<file path="src/rtl/park_pkg.sv">
// rtl/park_pkg.sv - shared gate controller state type and beam encodings
package park_pkg;

  typedef enum logic [2:0] {
    ST_IDLE,
    ST_ENT_A,
    ST_ENT_AB,
    ST_ENT_B,
    ST_EXT_B,
    ST_EXT_BA,
    ST_EXT_A,
    ST_WAIT_CLEAR
  } gate_state_t;

  // Beam pair encoded as {a, b}
  localparam logic [1:0] BEAM_CLEAR  = 2'b00;
  localparam logic [1:0] BEAM_B_ONLY = 2'b01;
  localparam logic [1:0] BEAM_A_ONLY = 2'b10;
  localparam logic [1:0] BEAM_BOTH   = 2'b11;

  function automatic logic lane_active(input gate_state_t s);
    return (s != ST_IDLE) && (s != ST_WAIT_CLEAR);
  endfunction

endpackage

</file>
<file path="src/rtl/sensor_debounce.sv">
// rtl/sensor_debounce.sv - two-flop synchronizer followed by a hold-time debouncer
module sensor_debounce #(
  parameter int DEBOUNCE_CYCLES = 4
) (
  input  logic clk,
  input  logic rst,
  input  logic raw,
  output logic level
);

  localparam int CW = (DEBOUNCE_CYCLES < 2) ? 1 : $clog2(DEBOUNCE_CYCLES + 1);
  localparam logic [CW-1:0] CNT_LAST = CW'(DEBOUNCE_CYCLES - 1);

  logic          sync_1;
  logic          sync_2;
  logic [CW-1:0] count;

  always_ff @(posedge clk) begin
    if (rst) begin
      sync_1 <= 1'b0;
      sync_2 <= 1'b0;
      count  <= '0;
      level  <= 1'b0;
    end else begin
      sync_1 <= raw;
      sync_2 <= sync_1;
      // Flip on the DEBOUNCE_CYCLES-th consecutive differing sample
      if (sync_2 == level) begin
        count <= '0;
      end else if (count == CNT_LAST) begin
        count <= '0;
        level <= sync_2;
      end else begin
        count <= count + CW'(1);
      end
    end
  end

endmodule

</file>
<file path="src/rtl/gate_controller.sv">
// rtl/gate_controller.sv - lane barrier FSM turning beam-break order into entry/exit pulses
module gate_controller
  import park_pkg::*;
#(
  parameter int DEBOUNCE_CYCLES = 4,
  parameter int TIMEOUT_CYCLES  = 200
) (
  input  logic clk,
  input  logic rst,
  input  logic sensor_a,
  input  logic sensor_b,
  input  logic full,
  output logic car_in,
  output logic car_out,
  output logic barrier_open,
  output logic reject,
  output logic timeout
);

  localparam int TMAX = (TIMEOUT_CYCLES > DEBOUNCE_CYCLES + 2) ? TIMEOUT_CYCLES : DEBOUNCE_CYCLES + 2;
  localparam int TW   = $clog2(TMAX + 1);
  localparam logic [TW-1:0] TIMEOUT_LAST = TW'(TIMEOUT_CYCLES - 1);
  localparam logic [TW-1:0] CLEAR_LAST   = TW'(DEBOUNCE_CYCLES + 1);

  logic a;
  logic b;
  logic [1:0] beam;

  gate_state_t state, state_next;
  logic [TW-1:0] timer, timer_next;
  logic car_in_next, car_out_next, reject_next, timeout_next;

  sensor_debounce #(.DEBOUNCE_CYCLES(DEBOUNCE_CYCLES)) u_deb_a (
    .clk   (clk),
    .rst   (rst),
    .raw   (sensor_a),
    .level (a)
  );

  sensor_debounce #(.DEBOUNCE_CYCLES(DEBOUNCE_CYCLES)) u_deb_b (
    .clk   (clk),
    .rst   (rst),
    .raw   (sensor_b),
    .level (b)
  );

  assign beam = {a, b};

  always_ff @(posedge clk) begin
    if (rst) begin
      state        <= ST_WAIT_CLEAR;
      timer        <= '0;
      car_in       <= 1'b0;
      car_out      <= 1'b0;
      reject       <= 1'b0;
      timeout      <= 1'b0;
      barrier_open <= 1'b0;
    end else begin
      state        <= state_next;
      timer        <= timer_next;
      car_in       <= car_in_next;
      car_out      <= car_out_next;
      reject       <= reject_next;
      timeout      <= timeout_next;
      barrier_open <= lane_active(state_next);
    end
  end

  always_comb begin
    state_next   = state;
    timer_next   = timer;
    car_in_next  = 1'b0;
    car_out_next = 1'b0;
    reject_next  = 1'b0;
    timeout_next = 1'b0;

    case (state)
      ST_IDLE: begin
        timer_next = '0;
        // Hold one cycle after a completion so pulses never land back to back
        if (!(car_in || car_out)) begin
          case (beam)
            BEAM_A_ONLY: begin
              if (full) begin
                state_next  = ST_WAIT_CLEAR;
                reject_next = 1'b1;
              end else begin
                state_next = ST_ENT_A;
              end
            end
            BEAM_B_ONLY: state_next = ST_EXT_B;
            BEAM_BOTH:   state_next = ST_WAIT_CLEAR;
            default:     state_next = ST_IDLE;
          endcase
        end
      end

      ST_WAIT_CLEAR: begin
        if (beam != BEAM_CLEAR) begin
          timer_next = '0;
        end else if (timer == CLEAR_LAST) begin
          timer_next = '0;
          state_next = ST_IDLE;
        end else begin
          timer_next = timer + TW'(1);
        end
      end

      default: begin
        case (state)
          ST_ENT_A: begin
            if (beam == BEAM_BOTH)       state_next = ST_ENT_AB;
            else if (beam == BEAM_CLEAR) state_next = ST_IDLE;
          end
          ST_ENT_AB: begin
            if (beam == BEAM_B_ONLY)      state_next = ST_ENT_B;
            else if (beam == BEAM_A_ONLY) state_next = ST_ENT_A;
          end
          ST_ENT_B: begin
            if (beam == BEAM_CLEAR) begin
              state_next  = ST_IDLE;
              car_in_next = 1'b1;
            end else if (beam == BEAM_BOTH) begin
              state_next = ST_ENT_AB;
            end
          end
          ST_EXT_B: begin
            if (beam == BEAM_BOTH)       state_next = ST_EXT_BA;
            else if (beam == BEAM_CLEAR) state_next = ST_IDLE;
          end
          ST_EXT_BA: begin
            if (beam == BEAM_A_ONLY)      state_next = ST_EXT_A;
            else if (beam == BEAM_B_ONLY) state_next = ST_EXT_B;
          end
          ST_EXT_A: begin
            if (beam == BEAM_CLEAR) begin
              state_next   = ST_IDLE;
              car_out_next = 1'b1;
            end else if (beam == BEAM_BOTH) begin
              state_next = ST_EXT_BA;
            end
          end
          default: state_next = ST_WAIT_CLEAR;
        endcase

        if (state_next != state) begin
          timer_next = '0;
        end else if (timer == TIMEOUT_LAST) begin
          state_next   = ST_WAIT_CLEAR;
          timer_next   = '0;
          timeout_next = 1'b1;
        end else begin
          timer_next = timer + TW'(1);
        end
      end
    endcase
  end

endmodule

</file>
<file path="config.mk">
export PLATFORM = sky130hd
export DESIGN_NAME = gate_controller
export DESIGN_NICKNAME = d
export VERILOG_FILES = /design/src/rtl/park_pkg.sv /design/src/rtl/sensor_debounce.sv /design/src/rtl/gate_controller.sv
export SDC_FILE = /design/constraint.sdc
export NUM_CORES = 1
export LEC_CHECK = 0
export ABC_AREA = 1
export CAP_MARGIN = 15
export CELL_PAD_IN_SITES_DETAIL_PLACEMENT = 0
export CELL_PAD_IN_SITES_GLOBAL_PLACEMENT = 1
export CORE_MARGIN = 4
export CORE_UTILIZATION = 30
export DETAILED_ROUTE_END_ITERATION = 16
export GPL_TIMING_DRIVEN = 0
export MAX_ROUTING_LAYER = met4
export PLACE_DENSITY_LB_ADDON = 0.05
export SYNTH_ARGS = -nofsm -noshare
export SYNTH_HDL_FRONTEND = slang
export SYNTH_SLANG_ARGS = --single-unit
</file>
<file path="constraint.sdc">
create_clock -name clk -period 1.9 [get_ports clk]
set_input_delay 0.285 -clock clk [delete_from_list [all_inputs] [get_ports clk]]
set_output_delay 0.285 -clock clk [all_outputs]
set_load 0.02 [all_outputs]
</file>
==> impl_metrics.toml, run 1 <==
[layout]
layout-drive-gt1-share = 0.158
area_growth_pct = 16.0
antennaDiodeCount = 0
utilization = 0.369
final_cell_mix = "29 x nor2_1, 29 x nand2_1, 27 x dfxtp_1"
fin_nets = 215
num-fill-cells = 481

[placement]
dp_hpwl_um = 2350
portBuffers = 9
pre_cts_ws_ns = 0.174
place.gp.congestion = 0.811

[clock_network]
cts_hold_buffers = 0
cts_inserted_buffers = 3
cts-resized-gates = 0
clock_latency_ns = 0.28
htreeDepth = 1
post_cts_buffers = 0
cts_tree = "yes"
path_clk_slew_ns = 0.09
cts.sinks = 28
cts-root-buf = "clkbuf_8"
cts_max_path_buffers = 2

[synth]
netlist-cell-type-count = 30
yosys_warnings = 0
syn_avg_cell_area_um2 = 7.49
syn-cell-area_um2 = 1420
syn_nets = 201
yosysSeqAreaShare = 0.394
yosys.area.top_type = "dfxtp_1"
synth.area.top_cells = "dfxtp_1 39%, nand2_1 7.6%, nor2_1 7.6%"
synth-edff-count = 0
synthArstFlopShare = 0
ys_seq_elements = 28
synth_ff_type = "dfxtp_1"
synth_top_area_share = 0.394
netlist_instances = 190

[sta]
max_slew_margin = 0.616
setup_tns_ns = 0
fin_skew_ns = 0.00713
final_max_slew_viol_count = 0
worst_slew_pin_slew_ns = 0.576
hold_viol_final = 0
min_period_ns = 1.69
fin_crit_sh = 0.888
rsz0062_at_grt = "false"
setup_viol = 0
fmax_mhz = 593
fin_ws_ns = 0.212

[detailed_routing]
drcViolationCount = 0
via_per_inst = 4.73
routedWlPerCell_um = 11.5
ant_nets = 0
firstDrtPassIters = 4
drtIter0Drc = 36
totalWireLength_um = 2940
vias = 1206

[global_route]
grt_pass1_wl_um = 5130
grt_max_degree = 17
antenna_found_initial = 0
grt_pass1_vias = 1150
grt_util_all_layers = 0.111
grt-ovfl-total = 0

[worst_setup_path]
rrSetupSlack_ns = 0.21
timing.rr.end = "barrier_open"
critPathKind = "register to register"
timing.rr.start = "u_deb_b.level"
cp.arrival_ns = 1.83
cp.required_ns = 2.05
crit_path_end_kind = "register"
r2r_cells = 15
cp-start-kind = "register"
crit_fanout = 9

[die]
core_area_um2 = 4470
die-area_um2 = 5910
num_rows = 24
io_pins = 10
initial_core_util = 0.318
die_w_um = 76.9
die_h_um = 76.9

[hold_path]
hold_start = "u_deb_a.sync_1"
min_to = "u_deb_a.sync_2"
hold_depth = 2
hp-class = "register to register"

[run]
maxCapViolations = 0

[power_and_ir_drop]
worst_ir_drop_vdd_mv = 0.381
leakage_nw = 0.716
powerDensity_nw_per_um2 = 1260

[run_status]
outcome = "complete, no violations"
==> final cells by class <==
| type | instances | area [um2] | share of cell area |
|---|---|---|---|
| inverter | 31 | 116 | 0.0705 |
| multi-input combinational | 127 | 717 | 0.434 |
| sequential | 28 | 562 | 0.340 |
| clock inverter | 1 | 30.0 | 0.0182 |
| clock buffer | 3 | 41.3 | 0.0250 |
| tap | 52 | 65.1 | 0.0394 |
| buffer | 4 | 30.0 | 0.0182 |
| timing repair buffer | 9 | 90.1 | 0.0545 |
==> synth_stat cells (2+ instances only) <==
| cell type | number |
|---|---|
| ha_1 | 6 |
| inv_2 | 4 |
| nand3_2 | 3 |
| o21ai_0 | 6 |
| xor2_1 | 2 |
| nand2_1 | 29 |
| nor3_1 | 3 |
| nor2_2 | 2 |
| a21oi_1 | 11 |
| nand2_2 | 7 |
| nand3_1 | 10 |
| dfxtp_1 | 28 |
| nor2_1 | 29 |
| nor4_1 | 2 |
| nor3b_2 | 2 |
| nor3_2 | 2 |
| o211ai_1 | 5 |
| buf_4 | 2 |
| inv_1 | 26 |
==> power by group <==
group	total (mW)	internal, mW	switching [mW]
logic	0.907	0.327	0.580
registers	0.701	0.657	0.0431
clock network	0.474	0.282	0.192
total	2.08	1.27	0.814
==> per-stage QoR <==
| stage | power, mW | area, um2 | std cells | hold WS (ns) |
|---|---|---|---|---|
| final | 2.08 | 1650 | 255 | 0.419 |
| after detailed placement | 1.63 | 1580 | 251 | 0.407 |
| after global placement | 1.63 | 1580 | 251 | 0.396 |
| after floorplan | 1.42 | 1420 | 190 | 0.388 |
| after global routing | 2.24 | 1650 | 255 | 0.441 |
| after CTS | 2.12 | 1650 | 255 | 0.424 |
==> layer usage <==
metal	share of wire	routed length, um	global-route usage
met5	0	0	-
met4	0.033	98	0.0598
met3	0.018	54	0.0187
met2	0.46	1350	0.169
met1	0.49	1430	0.139
==> logic make-up after synthesis <==
kind of cell | Yosys count | share of synthesized area
buf+inv | 35 | 0.103
compound gates | 26 | 0.114
xor+xnor | 2 | 0.0123
fa+ha+maj | 6 | 0.0527
flops | 28 | 0.394
simple gates | 92 | 0.316
mux | 1 | 0.00791
==> state kept, by name, summed over array words and instances (netlist names) <==
signal,count
u_deb_b.count,3
u_deb_a.sync_2,1
u_deb_b.level,1
timeout,1
barrier_open,1
car_out,1
u_deb_a.level,1
timer,8
reject,1
state,3
u_deb_a.sync_1,1
u_deb_a.count,3
car_in,1
u_deb_b.sync_1,1
u_deb_b.sync_2,1
==> worst max path at each step <==
stage / startpoint / to / slack, ns / depth (start not counted)
final: u_deb_b.level / barrier_open / 0.21 / 15
after floorplan: u_deb_b.level / barrier_open / 0.44 / 15
after detailed placement: rst / u_deb_a.count[2] / 0.17 / 5
after global routing: u_deb_b.level / barrier_open / 0.008 / 15
after global placement: u_deb_a.level / barrier_open / 0.17 / 15
after CTS: u_deb_a.level / barrier_open / 0.14 / 15
==> worst max-delay path, cell delays in order, from the launching register on <==
cell	delay (ns)
dfxtp_1	0.31
buf_4	0.16
inv_2	0.08
nand2_1	0.10
nand2_1	0.09
nand2_1	0.06
nand2_2	0.10
nand3_1	0.09
nand2_2	0.10
nand3_2	0.09
nand2_1	0.10
nand2_1	0.07
nor2_1	0.09
nand2_1	0.05
nand2_1	0.06
nor2_1	0.04
Power figures use the tool's default switching activity.
==> inputs of run 2 (changes only) <==
Settings changed: ABC_CLOCK_PERIOD_IN_PS set to 1900.
==> results of run 2 <==
No change in the layout: final DEF, timing and power equal those of run 1.
==> inputs of run 3 (changes only) <==
Settings changed: CORE_ASPECT_RATIO set to 1.75, CORE_MARGIN 4 to unset, HOLD_SLACK_MARGIN set to 0.15.
==> impl_metrics.toml, run 3 (synthesis gave the netlist of run 1 again) <==
[run_status]
outcome = "complete, no violations"

[placement]
dp_hpwl_um = 2490
place.gp.congestion = 0.874
portBuffers = 9

[global_route]
grt_max_degree = 16
grt_pass1_vias = 1185
grt_util_all_layers = 0.144
antenna_found_initial = 0
grt-ovfl-total = 0
grt_pass1_wl_um = 5210

[layout]
layout-drive-gt1-share = 0.172
top_register = "timer"
largest_reg_flops = 8
fin_nets = 215
antennaDiodeCount = 0
final_common_cell = "nor2_1"
final_cell_mix = "29 x nor2_1, 28 x nand2_1, 27 x dfxtp_1"
num-fill-cells = 481
area_growth_pct = 15.5

[die]
die_w_um = 54.1
num_rows = 32
core_area_um2 = 4480
die_h_um = 93.1
die-area_um2 = 5040
io_pins = 10
initial_core_util = 0.318

[sta]
min_period_ns = 1.74
final_max_slew_viol_count = 0
fmax_mhz = 575
fin_skew_ns = 0.00646
fin_hold_ws_ns = 0.412
setup_viol = 0
hold_viol_final = 0
fin_crit_sh = 0.916
setup_tns_ns = 0
rsz0062_at_grt = "false"
max_slew_margin = 0.630
worst_slew_pin_slew_ns = 0.555

[worst_setup_path]
critPathMostFrequentCell = "nand2_2"
path_cells = "inv_2 > nand3_1 > nand3_1 > nand2_2 > nand2_2 > nand2_2 > nand2_2 > nand3_2 > nand2_1 > a21oi_2 > nand2_1 > nand2_1 > nor2_1"
critPathKind = "register to register"
cp-start-kind = "register"
slowest_delay_ns = 0.44
cp.arrival_ns = 1.88
cp.required_ns = 2.04
crit_buf_inv = 1
cp.depth = 13
crit_fanout = 5
r2r_cells = 13
crit_path_end_kind = "register"
path_delay_family = "simple AND/OR/NAND/NOR gates"
critPathSlowestCell = "dfxtp_1"

[clock_network]
cts_max_path_buffers = 2
cts_tree = "yes"
htreeDepth = 1
cts.sinks = 28
cts-root-buf = "clkbuf_8"
clock_latency_ns = 0.27
path_clk_slew_ns = 0.09
cts_inserted_buffers = 3

[detailed_routing]
via_per_inst = 4.79
drcViolationCount = 0
firstDrtPassIters = 4
vias = 1216
drtIter0Drc = 25
totalWireLength_um = 3090
ant_nets = 0
routedWlPerCell_um = 12.1

[run]
maxCapViolations = 0

[power_and_ir_drop]
worst_ir_drop_vdd_mv = 0.457
powerDensity_nw_per_um2 = 1230
leakage_nw = 0.713

[hold_path]
hold_depth = 2
hp-class = "register to register"
[run 3: changes by cell type in the layout (fill, tap and decap cells not counted)]
| cell | previous run | this run |
|---|---|---|
| o21bai_1 | 1 | 0 |
| o21bai_2 | 0 | 1 |
| a21oi_2 | 0 | 1 |
| bufinv_16 | 1 | 0 |
| clkbuf_8 | 3 | 4 |
| nand2_1 | 29 | 28 |
| a21oi_1 | 11 | 10 |
| nand2_2 | 7 | 8 |
[run 3: final timing paths]
kind / startpoint / end / slack, ns
worst min register to register: u_deb_b.sync_1 / u_deb_b.sync_2 / 0.41
worst max-delay path: state[1] / barrier_open / 0.16
worst max register to register: state[1] / barrier_open / 0.16
worst min-delay path: u_deb_b.sync_1 / u_deb_b.sync_2 / 0.41
[run 3: area by class of cell]
type	count	area, um2	share of cell area
multi-input combinational	127	727	0.442
sequential	28	562	0.342
inverter	31	116	0.0708
timing repair buffer	9	90.1	0.0548
tap	51	63.8	0.0388
clock buffer	4	55.1	0.0335
buffer	4	30.0	0.0183
[run 3: worst min-delay path, cell delays in order (launching register included)]
cell and delay (ns):
dfxtp_1 0.31, inv_1 0.04, nor2_1 0.03
[run 3: power breakdown]
group	internal [mW]	leakage, nW	switching (mW)	total (mW)
Combinational	0.338	0.455	0.621	0.959
Sequential	0.657	0.229	0.0421	0.700
Clock	0.185	0.0288	0.174	0.359
Total	1.18	0.713	0.837	2.02
[run 3: stage by stage]
stage,setup WS [ns],total power [mW],util,cells,cell area [um2]
final,0.159,2.02,0.367,254,1640
after global routing,0.0146,2.18,0.367,254,1640
after CTS,0.0730,2.03,0.364,254,1630
after detailed placement,0.0957,1.66,0.352,250,1580
after global placement,0.0842,1.66,0.352,250,1580
after floorplan,0.443,1.42,-,190,1420
[run 3: layer usage]
metal / track usage / vias to the layer above / wire length [um]
li1: - / 630 / -
met2: 0.253 / 13 / 1670
met3: 0.0163 / 8 / 66
met5: - / - / 0
met4: 0.0769 / 0 / 107
met1: 0.149 / 565 / 1240
[run 3: timing repair]
| item | CTS | global route |
|---|---|---|
| endpoints found under the setup margin | 0 | 1 |
| gates resized for setup | 0 | 4 |
| setup buffers | 0 | 0 |
| hold buffers | 0 | 0 |
